`config.mk`:
```
export PLATFORM = sky130hd
export DESIGN_NAME = mant_mul_seq_flat
export DESIGN_NICKNAME = d
export VERILOG_FILES = /design/src/rtl/mant_mul_seq_if.sv /design/src/rtl/mant_mul_seq.sv /design/src/flat_wrapper.sv
export SDC_FILE = /design/constraint.sdc
export NUM_CORES = 1
export LEC_CHECK = 0
export ABC_AREA = 1
export BUFFER_PORTS_ARGS = -buffer_cell sky130_fd_sc_hd__buf_4
export CAP_MARGIN = 40
export CORE_MARGIN = 2
export CORE_UTILIZATION = 63
export CTS_CLUSTER_DIAMETER = 100
export DETAILED_ROUTE_END_ITERATION = 6
export PLACE_DENSITY = 0.92
export SKIP_LAST_GASP = 1
export SYNTH_ARGS = -nofsm -noshare
export SYNTH_HDL_FRONTEND = slang
export SYNTH_SLANG_ARGS = --single-unit
```
`constraint.sdc`:
```
create_clock -name clk -period 4 [get_ports clk]
set_input_delay 0.2 -clock clk [delete_from_list [all_inputs] [get_ports clk]]
set_output_delay 0.2 -clock clk [all_outputs]
set_load 0.05 [all_outputs]
```
`src/rtl/mant_mul_seq_if.sv`:
```
// Operand/result handshake bundle for the sequential mantissa multiplier.
// master = producer/consumer side, slave = multiplier side.
interface mant_mul_seq_if #(
  parameter int unsigned WIDTH = 8
);
  logic               in_valid;
  logic               in_ready;
  logic [WIDTH-1:0]   ma;
  logic [WIDTH-1:0]   mb;
  logic               out_valid;
  logic               out_ready;
  logic [2*WIDTH-1:0] product;
  logic [WIDTH-2:0]   mant_out;
  logic               exp_inc;
  logic               unnorm;

  modport master (
    output in_valid, ma, mb, out_ready,
    input  in_ready, out_valid, product, mant_out, exp_inc, unnorm
  );

  modport slave (
    input  in_valid, ma, mb, out_ready,
    output in_ready, out_valid, product, mant_out, exp_inc, unnorm
  );
endinterface

```
`src/rtl/mant_mul_seq.sv`:
```
// Shift-add mantissa multiplier: WIDTH steps per operand pair, then the
// product is normalized (1-bit right shift if needed) and truncated.
module mant_mul_seq #(
  parameter int unsigned WIDTH = 8
) (
  input logic          clk,
  input logic          rst,
  mant_mul_seq_if.slave bus
);
  localparam int unsigned CW = $clog2(WIDTH + 1);

  typedef enum logic [1:0] {IDLE, MUL, DONE} state_t;

  state_t             state, state_next;
  logic [2*WIDTH-1:0] acc;
  logic [2*WIDTH-1:0] mcand;
  logic [2*WIDTH-1:0] sum;
  logic [WIDTH-1:0]   mplier;
  logic [CW-1:0]      cnt;
  logic               last_step;
  logic [2*WIDTH-1:0] prod_r;
  logic [WIDTH-2:0]   mant_r;
  logic               exp_r;
  logic               unnorm_r;

  assign last_step = (cnt == CW'(1));
  assign sum       = acc + (mplier[0] ? mcand : '0);

  always_ff @(posedge clk or posedge rst) begin
    if (rst) state <= IDLE;
    else     state <= state_next;
  end

  always_comb begin
    state_next = state;
    case (state)
      IDLE:    if (bus.in_valid)  state_next = MUL;
      MUL:     if (last_step)     state_next = DONE;
      DONE:    if (bus.out_ready) state_next = IDLE;
      default: state_next = IDLE;
    endcase
  end

  // Results are registered on the final MUL step straight from the adder,
  // so they are valid on DONE entry and untouched until the next one.
  always_ff @(posedge clk or posedge rst) begin
    if (rst) begin
      acc      <= '0;
      mcand    <= '0;
      mplier   <= '0;
      cnt      <= '0;
      prod_r   <= '0;
      mant_r   <= '0;
      exp_r    <= 1'b0;
      unnorm_r <= 1'b0;
    end else begin
      case (state)
        IDLE: begin
          if (bus.in_valid) begin
            mcand  <= {{WIDTH{1'b0}}, bus.ma};
            mplier <= bus.mb;
            acc    <= '0;
            cnt    <= CW'(WIDTH);
          end
        end
        MUL: begin
          acc    <= sum;
          mcand  <= mcand << 1;
          mplier <= mplier >> 1;
          cnt    <= cnt - CW'(1);
          if (last_step) begin
            prod_r   <= sum;
            mant_r   <= sum[2*WIDTH-1] ? sum[2*WIDTH-2:WIDTH] : sum[2*WIDTH-3:WIDTH-1];
            exp_r    <= sum[2*WIDTH-1];
            unnorm_r <= ~sum[2*WIDTH-1] & ~sum[2*WIDTH-2];
          end
        end
        default: ;
      endcase
    end
  end

  assign bus.in_ready  = (state == IDLE);
  assign bus.out_valid = (state == DONE);
  assign bus.product   = prod_r;
  assign bus.mant_out  = mant_r;
  assign bus.exp_inc   = exp_r;
  assign bus.unnorm    = unnorm_r;
endmodule

```
`src/flat_wrapper.sv`:
```
// flat-port wrapper written by rule: the top's interface ports become plain ports
module mant_mul_seq_flat 
#(
  parameter int unsigned WIDTH = 8
)
  (clk, rst, bus_in_valid, bus_ma, bus_mb, bus_out_ready, bus_in_ready, bus_out_valid, bus_product, bus_mant_out, bus_exp_inc, bus_unnorm);
  mant_mul_seq_if #(.WIDTH(WIDTH)) bus_i ();
  input logic clk;
  input logic rst;
  input wire logic [$bits(bus_i.in_valid)-1:0] bus_in_valid;
  input wire logic [$bits(bus_i.ma)-1:0] bus_ma;
  input wire logic [$bits(bus_i.mb)-1:0] bus_mb;
  input wire logic [$bits(bus_i.out_ready)-1:0] bus_out_ready;
  output wire logic [$bits(bus_i.in_ready)-1:0] bus_in_ready;
  output wire logic [$bits(bus_i.out_valid)-1:0] bus_out_valid;
  output wire logic [$bits(bus_i.product)-1:0] bus_product;
  output wire logic [$bits(bus_i.mant_out)-1:0] bus_mant_out;
  output wire logic [$bits(bus_i.exp_inc)-1:0] bus_exp_inc;
  output wire logic [$bits(bus_i.unnorm)-1:0] bus_unnorm;
  assign bus_i.in_valid = bus_in_valid;
  assign bus_i.ma = bus_ma;
  assign bus_i.mb = bus_mb;
  assign bus_i.out_ready = bus_out_ready;
  assign bus_in_ready = bus_i.in_ready;
  assign bus_out_valid = bus_i.out_valid;
  assign bus_product = bus_i.product;
  assign bus_mant_out = bus_i.mant_out;
  assign bus_exp_inc = bus_i.exp_inc;
  assign bus_unnorm = bus_i.unnorm;
  mant_mul_seq #(.WIDTH(WIDTH)) u_core (.clk(clk), .rst(rst), .bus(bus_i));
endmodule
```
==> reports/qor.csv, run 1 <==
stage,metric,value,unit
outcome,status,"complete, no violations",
synthesis,synthCells,520,
cts,cts_root_buf,clkbuf_8,
cts,cts.sinks,70,
floorplanning,coreArea,5990,um^2
finish,fin_nets,599,
finish,fill_cells,418,
placement,dp_hpwl,6.52,mm
synthesis,syn_area_per_cell,7.61,um^2
grt,grt_pass1_vias,3532,
grt,grt_max_degree,39,
timing,finClkSkew,0.0120,ns
finish,multiInputGateArea,1780,um^2
timing,fmax,0.405,GHz
grt,track_usage,28.3,%
finish,drive_gt1_share,14.5,%
routing,drtAntennaViolNets,0,
cts,cts_max_path_buffers,2,
floorplanning,pin_count,47,
timing,rsz0062_at_grt,false,
critical_path,crit_required,4.29,ns
critical_path,worstSetupPathType,reg -> reg,
critical_path,cp-end-kind,flip-flop,
floorplanning,dieWidth,83.3,um
cts,cts_tree,yes,
finish,antennaDiodeCount,0,
synthesis,async_flop_share,100,%
cts,cts_made_buffers,9,
critical_path,path_max_fanout,17,
routing,wl_met3,488,um
timing,min_period,2.47,ns
critical_path,start_kind,flip-flop,
cts,clock_latency,0.36,ns
min_path,hp-class,in -> reg,
routing,top_layer,met4,
synthesis,synthDominantCellAreaShare,44.3,%
critical_path,reg2reg_slack,1.53,ns
critical_path,slowest_delay,0.63,ns
floorplanning,rows,28,
routing,drt_iter0_markers,323,
finish,synthToLayoutAreaGrowth,13.2,%
grt,antenna_found_initial,0,
finish,regArea,1750,um^2
critical_path,startpoint,u_core.mplier[0],
critical_path,rr_startpoint,u_core.mplier[0],
synthesis,synth_top_flop_cell,dfrtp_1,
critical_path,cp.arrival,2.76,ns
cts,path_clk_slew,0.07,ns
critical_path,r2r_end,u_core.bus.mant_out[0],
routing,m1WireLength,3.94,mm
routing,vias,3593,
grt,grt_pass1_wl,15.9,mm
floorplanning,start_util,66.1,%
floorplanning,die_h,83.3,um
timing,finalCritPeriodShare,61.7,%
routing,wirelength,9.28,mm
critical_path,r2r_cells,14,
synthesis,synth_area_leader_cell,dfrtp_1,
routing,wl_met2,4.62,mm
floorplanning,dieArea,6930,um^2
placement,io_buffers,46,
min_path,worstHoldEndpoint,u_core.state[1],
min_path,hold_start,bus_out_ready,
routing,post_drt_via_cell_ratio,5.61,
synthesis,synth_edf_count,0,
synthesis,seq_area_frac_synth,44.3,%
timing,setup_viol,0,
routing,wl_per_cell,14.5,um
timing,relSlewSlack,47.2,%
critical_path,worst_path_most_repeated_cell,nand2_1,
synthesis,synthesis.nets,558,
placement,place_congestion,0.934,
synthesis,yosys-top-cells-count,"160 x nand2_1, 79 x inv_1, 70 x dfrtp_1",
synthesis,synth_most_common_cell,nand2_1,
synthesis,netlist_top_cells_area,"dfrtp_1 44%, nand2_1 15%, inv_1 7.5%",
grt,overflow,0,
synthesis,yosys_register_bits,70,
timing,worst_pin_slew,0.790,ns
synthesis,synth_area,3960,um^2
timing,drv_slew,0,
routing,drcViolationCount,0,
synthesis,synth_cell_types,37,
cts,htreeDepth,3,
cts,ctsResizeCount,0,
timing,setup_tns,0,ns
min_path,hold_depth,2,
critical_path,crit_chain,nand2_1 > inv_1 > ha_1 > inv_1 > fa_1 > inv_1 > nand3_1 > nand3_1 > nand2_1 > nand3b_1 > nand2_1 > nor3_1 > nand2_1 > nand3_1,
synthesis,synth_warnings,0,
routing,drtPass1Iterations,5,
timing,hold_violations,0,
critical_path,slowest_stage,dfrtp_1,
run,cap_violations,0,
## cell type report
| class | instances | share of cell area (%) |
|---|---|---|
| Clock buffer | 12 | 3.46 |
| Multi-Input combinational cell | 349 | 39.8 |
| Inverter | 83 | 7.01 |
| Tap cell | 75 | 2.10 |
| Clock inverter | 3 | 0.447 |
| Sequential cell | 70 | 39.1 |
| Timing Repair Buffer | 48 | 8.10 |
## worst max-delay path: cells and delay by family, from the launching register on
family | cells | cell delay [ns]
adders and majority gates | 2 | 0.56
buffers and inverters | 3 | 0.21
DFF | 1 | 0.63
and+or+nand+nor | 9 | 1.00
## logic make-up after synthesis
family	after synthesis	share of synthesized area (%)
adder cells (fa/ha/maj)	18	5.88
flip-flops	70	44.3
XOR/XNOR	6	1.33
AO/OA/AOI/OAI	84	11.6
buffers and inverters	101	10.7
AND/OR/NAND/NOR	241	26.2
## per-stage QoR
stage / area (um^2) / setup WS (ns) / std cells / hold WS (ns) / util, %
finish: 4480 / 1.53 / 640 / 0.0119 / 74.7
global route: 4480 / 1.29 / 640 / 0.0272 / 74.7
CTS: 4480 / 1.56 / 640 / 0.0117 / 74.7
detailed placement: 4290 / 1.62 / 624 / 0.368 / 71.7
global placement: 4290 / 1.74 / 624 / 0.361 / 71.7
floorplan: 3960 / 1.93 / 520 / 0.286 / -
## routing by layer
metal / GRT usage, % / up-vias
met5: 0 / -
met4: 12.2 / 0
met3: 5.57 / 30
met2: 47.2 / 140
met1: 35.9 / 1703
li1: - / 1720
## worst max path at each step
stage	slack [ns]	cells past startpoint	end
2_1_floorplan	1.93	14	u_core.bus.mant_out[5]
3_3_place_gp	1.74	14	u_core.bus.mant_out[0]
3_5_place_dp	1.62	14	u_core.bus.mant_out[1]
4_1_cts	1.56	14	u_core.bus.mant_out[1]
5_1_grt	1.29	14	u_core.bus.mant_out[0]
6_report	1.53	14	u_core.bus.mant_out[0]
## flip-flops by register name (all words and copies together) (netlist names)
name and flops:
u_core.state 2, u_core.bus.product 16, u_core.mplier 8, u_core.mcand 16, u_core.acc 16, u_core.bus.mant_out 7
u_core.cnt 4, u_core.bus.unnorm 1
## cells in the final DEF, fill, tap and decap left out, drive strengths merged
cell type,count
o21ai,49
nor2,31
o22ai,10
a22oi,1
clkbuf,12
nor3,1
a21oi,20
ha,17
a22o,1
buf,47
o31ai,1
inv,83
xor2,2
nand4,2
nand3b,2
nand2,167
nand3,33
clkinv,1
xnor2,4
and2,3
dlygate4sd3,1
or2,2
fa,1
clkinvlp,2
dfrtp,70
a32o,2
## repair_timing
action / CTS / global route
hold buffers: 1 / 0
endpoints found under the hold margin: 24 / 0
setup buffers: 0 / 0
Power of run 1 is left out: the tool's default activity adds up to more than one toggle a clock period on the data nets, which glitch-free logic cannot reach.
==> run 2, diff against run 1 <==
- ABC_AREA: 1 -> 0
- CORE_UTILIZATION: 63 -> 52
- PLACE_DENSITY: 0.92 -> 0.83
- clock period: 4 -> 2.1 ns (I/O delays scaled with it)
==> reports/qor.csv, run 2 <==
stage,metric,value,unit,change
routing,drtPass1Iterations,4,,-1
floorplanning,coreArea,6870,um^2,+15%
synthesis,syn_area_per_cell,9.58,um^2,+26%
critical_path,worstSetupPathType,reg -> reg,,
critical_path,slowest_stage,dfrtp_2,,
timing,fmax,0.373,GHz,-7.9%
finish,synthToLayoutAreaGrowth,42.1,%,
critical_path,slowest_delay,0.47,ns,-0.16 ns
critical_path,start_kind,flip-flop,,
timing,setup_viol,29,,+29
synthesis,synth_warnings,0,,unchanged
synthesis,netlist_top_cells_area,"dfrtp_1 47%, nand2_1 7.3%, ha_1 5.7%",,
critical_path,cp.arrival,2.93,ns,+0.17 ns
timing,finalCritPeriodShare,128,%,+66 points
timing,worst_pin_slew,0.635,ns,-0.155 ns
critical_path,r2r_cells,11,,-3
finish,antennaDiodeCount,0,,unchanged
grt,track_usage,27.0,%,-1.3 points
synthesis,synth_edf_count,0,,unchanged
placement,dp_cells,575,,-7.9%
routing,wl_per_cell,17.0,um,+17%
synthesis,synthCells,388,,-25%
synthesis,synth_cell_types,45,,+22%
routing,post_drt_via_cell_ratio,5.57,,-0.76%
finish,final_cell_mix,"115 x buf_4, 69 x dfrtp_1, 64 x nand2_1, 29 x o21ai_0, 16 x a22o_1",,
floorplanning,start_util,54.1,%,-12 points
floorplanning,rows,30,,+7.1%
routing,wirelength,10.3,mm,+11%
pwr,irDropWorstVdd,0.000830,V,
synthesis,seq_area_frac_synth,47.1,%,+2.8 points
pwr,p_per_area,1660,nW/um^2,
timing,drv_slew,0,,unchanged
finish,fin_util,76.9,%,+2.2 points
min_path,hold_start,bus_mb[6],,
cts,path_clk_slew,0.07,ns,about the same
synthesis,synth_most_common_cell,nand2_1,,
timing,finalWorstSetupSlack,-0.579,ns,-2.11 ns
timing,rsz0062_at_grt,true,,
synthesis,yosys-top-cells-count,"72 x nand2_1, 70 x dfrtp_1, 40 x o21ai_0",,
finish,fill_cells,439,,+5.0%
synthesis,synthesis.nets,426,,-24%
routing,vias,3365,,-6.3%
timing,min_period,2.68,ns,+0.210 ns
cts,cts_made_buffers,9,,unchanged
critical_path,r2r_end,u_core.bus.unnorm,,
grt,antenna_found_initial,0,,unchanged
finish,drive_gt1_share,39.6,%,+25 points
synthesis,synth_area_leader_cell,dfrtp_1,,
synthesis,synth_area,3720,um^2,-6.0%
min_path,worstHoldEndpoint,u_core.mplier[6],,
cts,htreeDepth,3,,unchanged
cts,cts.sinks,70,,unchanged
grt,grt_pass1_vias,3369,,-4.6%
critical_path,reg2reg_slack,-0.58,ns,-2.11 ns
placement,dp_hpwl,6.64,mm,+1.9%
floorplanning,pin_count,47,,unchanged
cts,cts_max_path_buffers,2,,unchanged
critical_path,crit_required,2.35,ns,-1.94 ns
routing,drcViolationCount,0,,unchanged
grt,overflow,0,,unchanged
critical_path,worst_path_most_repeated_cell,buf_4,,
outcome,failed_checks,setup timing,,
timing,relSlewSlack,57.5,%,+10 points
timing,finClkSkew,0.0118,ns,-0.000221 ns
routing,drtAntennaViolNets,0,,unchanged
timing,hold_violations,0,,unchanged
critical_path,cp-end-kind,flip-flop,,
floorplanning,dieWidth,88.6,um,+6.4%
synthesis,yosys_register_bits,70,,unchanged
cts,cts_tree,yes,,
outcome,status,"finished, violations left",,
finish,fin_nets,542,,-9.5%
placement,io_buffers,46,,unchanged
pwr,p_leak,2.56,nW,
synthesis,synth_top_flop_cell,dfrtp_1,,
min_path,hold_depth,3,,+1
run,cap_violations,0,,unchanged
synthesis,async_flop_share,100,%,unchanged
floorplanning,die_h,88.6,um,+6.4%
critical_path,rr_startpoint,u_core.mplier[0],,
min_path,hp-class,in -> reg,,
placement,place_congestion,0.933,,about the same
cts,clock_latency,0.36,ns,about the same
cts,cts_root_buf,clkbuf_8,,
critical_path,crit_chain,buf_4 > and2_1 > ha_1 > buf_4 > nand2_1 > o21ai_1 > a41o_1 > o31ai_4 > xnor2_2 > buf_4 > o31ai_1,,
finish,fin_cells,604,,-5.6%
synthesis,synthDominantCellAreaShare,47.1,%,+2.8 points
grt,grt_pass1_wl,16.1,mm,+1.2%
routing,drt_iter0_markers,221,,-32%
critical_path,path_max_fanout,7,,-10
grt,grt_max_degree,71,,+82%
placement,post-place-ws,-0.593,ns,-2.21 ns
timing,setup_tns,-11.11,ns,-11.11 ns
floorplanning,dieArea,7840,um^2,+13%
finish,final_common_cell,buf_4,,
## run 2: worst max path at each step
| stage | startpoint | endpoint | slack [ns] | depth (start not counted) |
|---|---|---|---|---|
| after floorplan | u_core.mplier[0] | u_core.bus.mant_out[5] | -0.37 | 10 |
| after global placement | u_core.mplier[0] | u_core.bus.mant_out[6] | -0.45 | 12 |
| after detailed placement | u_core.mplier[0] | u_core.bus.mant_out[6] | -0.59 | 12 |
| after CTS | u_core.mplier[0] | u_core.bus.mant_out[3] | -0.44 | 10 |
| after global routing | u_core.mplier[0] | u_core.bus.mant_out[5] | -0.70 | 10 |
| final | u_core.mplier[0] | u_core.bus.unnorm | -0.58 | 11 |
## run 2: power breakdown
group	switching (W)	internal, W
registers	0.000418	0.00193
logic	0.00295	0.00237
clock network	0.000521	0.000571
total	0.00389	0.00487
## run 2: logic make-up after synthesis
group	after synthesis	synth area share [%]
mux	12	3.23
simple gates	131	16.2
xor+xnor	16	4.17
flops	70	47.1
compound gates	110	19.5
fa+ha+maj	18	6.26
buf+inv	31	3.50
## run 2: cell type report
class | count | area, um^2 | area share, %
Tap cell | 96 | 120 | 2.27
Sequential cell | 70 | 1750 | 33.2
Inverter | 11 | 41.3 | 0.781
Clock inverter | 4 | 47.5 | 0.900
Multi-Input combinational cell | 287 | 2190 | 41.5
Timing Repair Buffer | 125 | 991 | 18.7
Clock buffer | 11 | 141 | 2.68
## run 2: metrics by stage
step           area [um^2]  hold WS, ns  power, W
2_1_floorplan         3840        0.213   0.00524
3_3_place_gp          4730        0.213   0.00672
3_5_place_dp          4730        0.221   0.00692
4_1_cts               5110       0.0380   0.00830
5_1_grt               5290       0.0508   0.00926
6_report              5290       0.0312   0.00876
## run 2: repair_timing
| item | 4_1_cts | 5_1_grt |
|---|---|---|
| endpoints found under the hold margin | 71 | 0 |
| hold buffers | 2 | 0 |
| setup endpoints to repair | 29 | 31 |
| gates resized for setup | 32 | 29 |
| setup buffers | 8 | 8 |
| gates cloned | 0 | 0 |
| pin swaps | 14 | 29 |
## run 2: worst max-delay path, delay by kind of cell (launching register included)
kind / cells / cell delay, ns
buf+inv: 3 / 0.48
compound gates: 4 / 0.96
simple gates: 2 / 0.20
flops: 1 / 0.47
xor+xnor: 1 / 0.16
fa+ha+maj: 1 / 0.31
## run 2: routing by layer
metal,vias up,part of all wire (%),GRT usage (%)
li1,1574,-,-
met1,1652,39,33.1
met2,105,53,47.2
met3,34,4.2,6.34
met4,0,3.3,8.54
met5,-,0,0
No activity file was read; power rests on OpenSTA's default activity.
